`src/rtl/seq_multiplier_if.sv`:
```
// Request/response bundle for the sequential multiplier.
// The issue stage drives the master side.
interface seq_multiplier_if #(
  parameter int XLEN = 32
);
  logic            start;
  logic            flush;
  logic [1:0]      op;
  logic [XLEN-1:0] rs1;
  logic [XLEN-1:0] rs2;
  logic            busy;
  logic            done;
  logic [XLEN-1:0] result;

  modport master (
    output start, flush, op, rs1, rs2,
    input  busy, done, result
  );

  modport slave (
    input  start, flush, op, rs1, rs2,
    output busy, done, result
  );
endinterface

```
`src/rtl/seq_multiplier.sv`:
```
// Radix-2 shift-add multiplier for RV32M MUL/MULH/MULHSU/MULHU.
// Magnitudes are multiplied, then the sign is applied in FIXUP.
module seq_multiplier #(
  parameter int XLEN = 32
) (
  input  logic          clk,
  input  logic          rst,
  seq_multiplier_if.slave bus
);
  localparam int CW = $clog2(XLEN);

  typedef enum logic [1:0] {
    IDLE,
    CALC,
    FIXUP,
    DONE
  } state_t;

  state_t            state;
  state_t            state_nxt;
  logic [1:0]        op_q;
  logic              neg_q;
  logic [XLEN-1:0]   mcand;
  logic [XLEN-1:0]   mplier;
  logic [2*XLEN-1:0] acc;
  logic [CW-1:0]     cnt;
  logic [XLEN-1:0]   res_q;

  logic              s1;
  logic              s2;
  logic [XLEN-1:0]   abs1;
  logic [XLEN-1:0]   abs2;
  logic [XLEN:0]     sum;
  logic [2*XLEN-1:0] prod;
  logic              last;

  // Operand signs, magnitudes, step adder and signed product.
  always_comb begin
    s1   = bus.rs1[XLEN-1] &
           ((bus.op == 2'b01) | (bus.op == 2'b10));
    s2   = bus.rs2[XLEN-1] & (bus.op == 2'b01);
    abs1 = s1 ? -bus.rs1 : bus.rs1;
    abs2 = s2 ? -bus.rs2 : bus.rs2;
    sum  = {1'b0, acc[2*XLEN-1:XLEN]} + {1'b0, mcand};
    prod = neg_q ? -acc : acc;
    last = (cnt == '1);
  end

  // FSM state register.
  always_ff @(posedge clk or negedge rst) begin
    if (!rst) begin
      state <= IDLE;
    end else begin
      state <= state_nxt;
    end
  end

  // Next-state logic; flush wins over everything.
  always_comb begin
    state_nxt = state;
    if (bus.flush) begin
      state_nxt = IDLE;
    end else begin
      unique case (state)
        IDLE:  if (bus.start) state_nxt = CALC;
        CALC:  if (last) state_nxt = FIXUP;
        FIXUP: state_nxt = DONE;
        DONE:  state_nxt = IDLE;
      endcase
    end
  end

  // Operand latch, shift-add datapath and result register.
  always_ff @(posedge clk or negedge rst) begin
    if (!rst) begin
      op_q   <= 2'b00;
      neg_q  <= 1'b0;
      mcand  <= '0;
      mplier <= '0;
      acc    <= '0;
      cnt    <= '0;
      res_q  <= '0;
    end else if (!bus.flush) begin
      unique case (state)
        IDLE: begin
          if (bus.start) begin
            op_q   <= bus.op;
            neg_q  <= s1 ^ s2;
            mcand  <= abs1;
            mplier <= abs2;
            acc    <= '0;
            cnt    <= '0;
          end
        end
        CALC: begin
          if (mplier[0]) begin
            acc <= {sum, acc[XLEN-1:1]};
          end else begin
            acc <= {1'b0, acc[2*XLEN-1:1]};
          end
          mplier <= {1'b0, mplier[XLEN-1:1]};
          cnt    <= cnt + 1'b1;
        end
        FIXUP: begin
          acc <= prod;
          if (op_q == 2'b00) begin
            res_q <= prod[XLEN-1:0];
          end else begin
            res_q <= prod[2*XLEN-1:XLEN];
          end
        end
        DONE: begin
        end
      endcase
    end
  end

  assign bus.busy   = (state != IDLE);
  assign bus.done   = (state == DONE);
  assign bus.result = res_q;
endmodule
```
`src/flat_wrapper.sv`:
```
// flat-port wrapper written by rule: the top's interface ports become plain ports
module seq_multiplier_flat 
#(
  parameter int XLEN = 32
)
  (clk, rst, bus_start, bus_flush, bus_op, bus_rs1, bus_rs2, bus_busy, bus_done, bus_result);
  seq_multiplier_if #(.XLEN(XLEN)) bus_i ();
  input  logic clk;
  input  logic rst;
  input wire logic [$bits(bus_i.start)-1:0] bus_start;
  input wire logic [$bits(bus_i.flush)-1:0] bus_flush;
  input wire logic [$bits(bus_i.op)-1:0] bus_op;
  input wire logic [$bits(bus_i.rs1)-1:0] bus_rs1;
  input wire logic [$bits(bus_i.rs2)-1:0] bus_rs2;
  output wire logic [$bits(bus_i.busy)-1:0] bus_busy;
  output wire logic [$bits(bus_i.done)-1:0] bus_done;
  output wire logic [$bits(bus_i.result)-1:0] bus_result;
  assign bus_i.start = bus_start;
  assign bus_i.flush = bus_flush;
  assign bus_i.op = bus_op;
  assign bus_i.rs1 = bus_rs1;
  assign bus_i.rs2 = bus_rs2;
  assign bus_busy = bus_i.busy;
  assign bus_done = bus_i.done;
  assign bus_result = bus_i.result;
  seq_multiplier #(.XLEN(XLEN)) u_core (.clk(clk), .rst(rst), .bus(bus_i));
endmodule
```
`config.mk`:
```
export PLATFORM = sky130hd
export DESIGN_NAME = seq_multiplier_flat
export DESIGN_NICKNAME = d
export VERILOG_FILES = /design/src/rtl/seq_multiplier_if.sv /design/src/rtl/seq_multiplier.sv /design/src/flat_wrapper.sv
export SDC_FILE = /design/constraint.sdc
export NUM_CORES = 1
export LEC_CHECK = 0
export BUFFER_PORTS_ARGS = -buffer_cell sky130_fd_sc_hd__clkbuf_2
export CAP_MARGIN = 20
export CORE_ASPECT_RATIO = 0.8
export CORE_MARGIN = 5
export CORE_UTILIZATION = 45
export DETAILED_ROUTE_END_ITERATION = 8
export SYNTH_ARGS = -nofsm -noshare
export SYNTH_HDL_FRONTEND = slang
export SYNTH_SLANG_ARGS = --single-unit
```
`constraint.sdc`:
```
create_clock -name clk -period 5.7 [get_ports clk]
set_clock_uncertainty 0.15 [all_clocks]
set_input_delay 1.14 -clock clk [delete_from_list [all_inputs] [get_ports clk]]
set_output_delay 1.14 -clock clk [all_outputs]
set_load 0.01 [all_outputs]
```
==> results.json <==
{
  "reg2reg_slack_ns": 2.16,
  "report.final.slew_viol_count": 0,
  "clock_path_buffers": 2,
  "status": "complete, no violations",
  "routed_wl_um": 38700,
  "seqPwrFrac_pct": 28.8,
  "register_area_um2": 4260,
  "overflow": 0,
  "relSlewSlack_pct": 29.8,
  "ios": 104,
  "hold_viol": 0,
  "antenna_found_initial": 0,
  "rsz0062_at_grt": "false",
  "vias": 11688,
  "period_minus_slack_ns": 3.54,
  "seq_area_frac_synth_pct": 34.4,
  "hp-class": "flip-flop to flip-flop",
  "dp_cells": 1910,
  "grt_usage_pct": 25.0,
  "firstDrtPassIters": 8,
  "switching_power_mw": 3.22,
  "cts-root-buf": "clkbuf_16",
  "num-nets-final": 1678,
  "stdcell_count": 1942,
  "fp.dieArea_um2": 31000,
  "worstSetupStartpoint": "u_core.acc[14]",
  "fill_cells": 2644,
  "io_buffers": 103,
  "synth_area_um2": 12400,
  "wl_per_cell_um": 19.9,
  "cts_setup_buffers": 0,
  "tightest_slew_ns": 1.05,
  "htreeDepth": 4,
  "synth-async-reset-ratio_pct": 100,
  "synth_area_per_cell_um2": 8.06,
  "syn-num-nets": 1649,
  "cap_viol_max_count": 0,
  "postPlaceCellArea_um2": 13100,
  "initial_core_util_pct": 45.5,
  "cts_sinks": 170,
  "grt_max_degree": 99,
  "fmax_mhz": 282,
  "setup_tns_ns": 0,
  "die-width_um": 195,
  "grt_pass1_vias": 10926,
  "worstSetupStartpointType": "flip-flop",
  "synth.distinct_cells": 70,
  "synth_warnings": 0,
  "worstSetupPathType": "flip-flop to flip-flop",
  "ctsHoldBuffers": 0,
  "arrival_ns": 3.72,
  "rows": 54,
  "ant_nets": 0,
  "end_kind": "flip-flop",
  "cts_tree": "built",
  "path_max_fanout": 7,
  "p_comb_share_pct": 52.9,
  "p_total_mw": 6.80,
  "fin_area_um2": 13700,
  "dp_hpwl_um": 28100,
  "setup_viol": 0,
  "p_int_mw": 3.58,
  "grt_pass1_wl_um": 62000,
  "die_y_um": 158,
  "power_leakage_nw": 6.10,
  "sw_frac_of_total_pct": 47.4,
  "path_clk_slew_ns": 0.07,
  "fp.coreArea_um2": 27200,
  "min_from": "u_core.mplier[5]",
  "routed_via_density": 6.02,
  "worstSkewPairLatency_ns": 0.44,
  "multi_input_area_um2": 7610,
  "drc": 0,
  "cts_inserted_buffers": 17,
  "diodes": 0,
  "ir_drop_uv": 266,
  "synth_flop_cell": "dfrtp_1",
  "power_density_nw_per_um2": 496,
  "period_share_pct": 62.1,
  "syn_inst": 1536,
  "drive_gt1_share_pct": 11.6,
  "areaGrowthSynthToFinish_pct": 10.7,
  "hold_slack_ns": 0.330,
  "drt_iter0_drc": 1000,
  "reg2reg_from": "u_core.acc[14]",
  "cts-resized-gates": 0,
  "synth_edf_count": 0,
  "routabilityCongestion": 0.890,
  "power_frac_clock_pct": 18.3,
  "required_ns": 5.88,
  "synth_seq_cells": 170
}
## state kept, by name, indices dropped and copies added (netlist names)
register / cells
u_core.acc: 64
u_core.bus.result: 32
u_core.cnt: 5
u_core.mcand: 32
u_core.mplier: 32
u_core.neg_q: 1
u_core.op_q: 2
u_core.state: 2
## synthesized netlist by cell type (6+ instances only)
cell type,instances,area (um^2)
mux2i_1,17,170
a221oi_1,8,70.1
nor3_1,57,285
o41ai_1,6,52.6
o211ai_1,14,105
and2_1,13,81.3
nand3_1,38,190
nor4_1,13,81.3
inv_1,30,113
o21ai_0,178,891
nor2b_1,14,87.6
nor2_1,108,405
ha_1,42,526
or3_1,28,175
nand2b_1,15,93.8
a311o_1,7,70.1
a211oi_1,9,67.6
or4_1,8,60.1
o221ai_1,11,96.3
xnor2_1,69,604
a31oi_1,12,75.1
nand2_1,187,702
clkbuf_1,97,364
a21o_1,26,195
a22oi_1,26,195
dfrtp_1,170,4250
a21oi_1,131,656
o31ai_1,21,158
nand4_1,10,62.6
a221o_1,10,100
mux2_2,7,78.8
xor2_1,61,534
buf_1,6,22.5
## logic make-up after synthesis
| family | share of synthesized area (%) |
|---|---|
| compound gates | 25.5 |
| simple gates | 20.2 |
| fa+ha+maj | 4.41 |
| buf+inv | 4.33 |
| mux | 2.01 |
| flops | 34.4 |
| xor+xnor | 9.20 |
## cells in the final DEF, fill, tap and decap left out, types with 12 or more instances in the layout
master / count
nor4_1: 13
and2_1: 13
a21oi_1: 131
nor2b_1: 14
clkbuf_16: 17
nand3_1: 37
o21ai_0: 178
nor3_1: 56
o31ai_1: 21
xnor2_1: 69
xor2_1: 61
clkbuf_2: 102
mux2i_1: 17
buf_4: 15
a21o_1: 26
nor2_1: 108
inv_1: 30
nand2b_1: 15
a31oi_1: 12
ha_1: 41
or3_1: 28
o211ai_1: 14
dfrtp_1: 169
nand2_1: 187
a22oi_1: 26
## per-layer routing
metal | part of all wire, % | GRT usage, % | wire length, um | vias up
li1 | - | - | - | 5647
met1 | 49 | 38.4 | 18900 | 5612
met2 | 42 | 36.6 | 16500 | 402
met3 | 7.5 | 4.63 | 2890 | 27
met4 | 1.2 | 5.15 | 453 | 0
met5 | 0 | 0 | 0 | -
## worst max-delay path, cell delays in order, from the launching register on
cell and delay, ns:
dfrtp_1 0.43, or4_1 0.63, or4_4 0.55, nor3_2 0.43, nand2_1 0.18, o31ai_1 0.66
o31ai_1 0.12, a221o_1 0.27
## path summary, 6_finish.rpt
kind	endpoint	cells past startpoint
min in group asynchronous	u_core.acc[3]	1
max in group asynchronous	u_core.mcand[12]	2
worst min register to register	u_core.mplier[5]	2
worst max-delay path	u_core.acc[49]	7
worst min-delay path	u_core.mplier[5]	2
worst max register to register	u_core.acc[49]	7
## power groups by stage
stage	logic (mW)	clock network, mW	registers [mW]
after global placement	3.50	0	1.96
after CTS	3.56	1.27	1.95
after detailed placement	3.54	0	1.97
final	3.60	1.24	1.96
after floorplan	2.54	0	1.83
after global routing	3.98	1.32	2.00
## cell type report
class                   instances  area share [%]
clock buffers                  19            3.16
clock inverters                13            1.29
inverters                      30           0.822
multi-input cells            1227            55.6
flip-flops and latches        170            31.1
well taps                     364            3.32
repair buffers                119            4.78
## metrics by stage
stage	utilization, %	setup slack (ns)
2_1_floorplan	-	2.52
3_3_place_gp	48.1	2.03
3_5_place_dp	48.1	1.99
4_1_cts	50.3	2.25
5_1_grt	50.3	1.99
6_report	50.3	2.16
(Power assumes the default switching activity.)
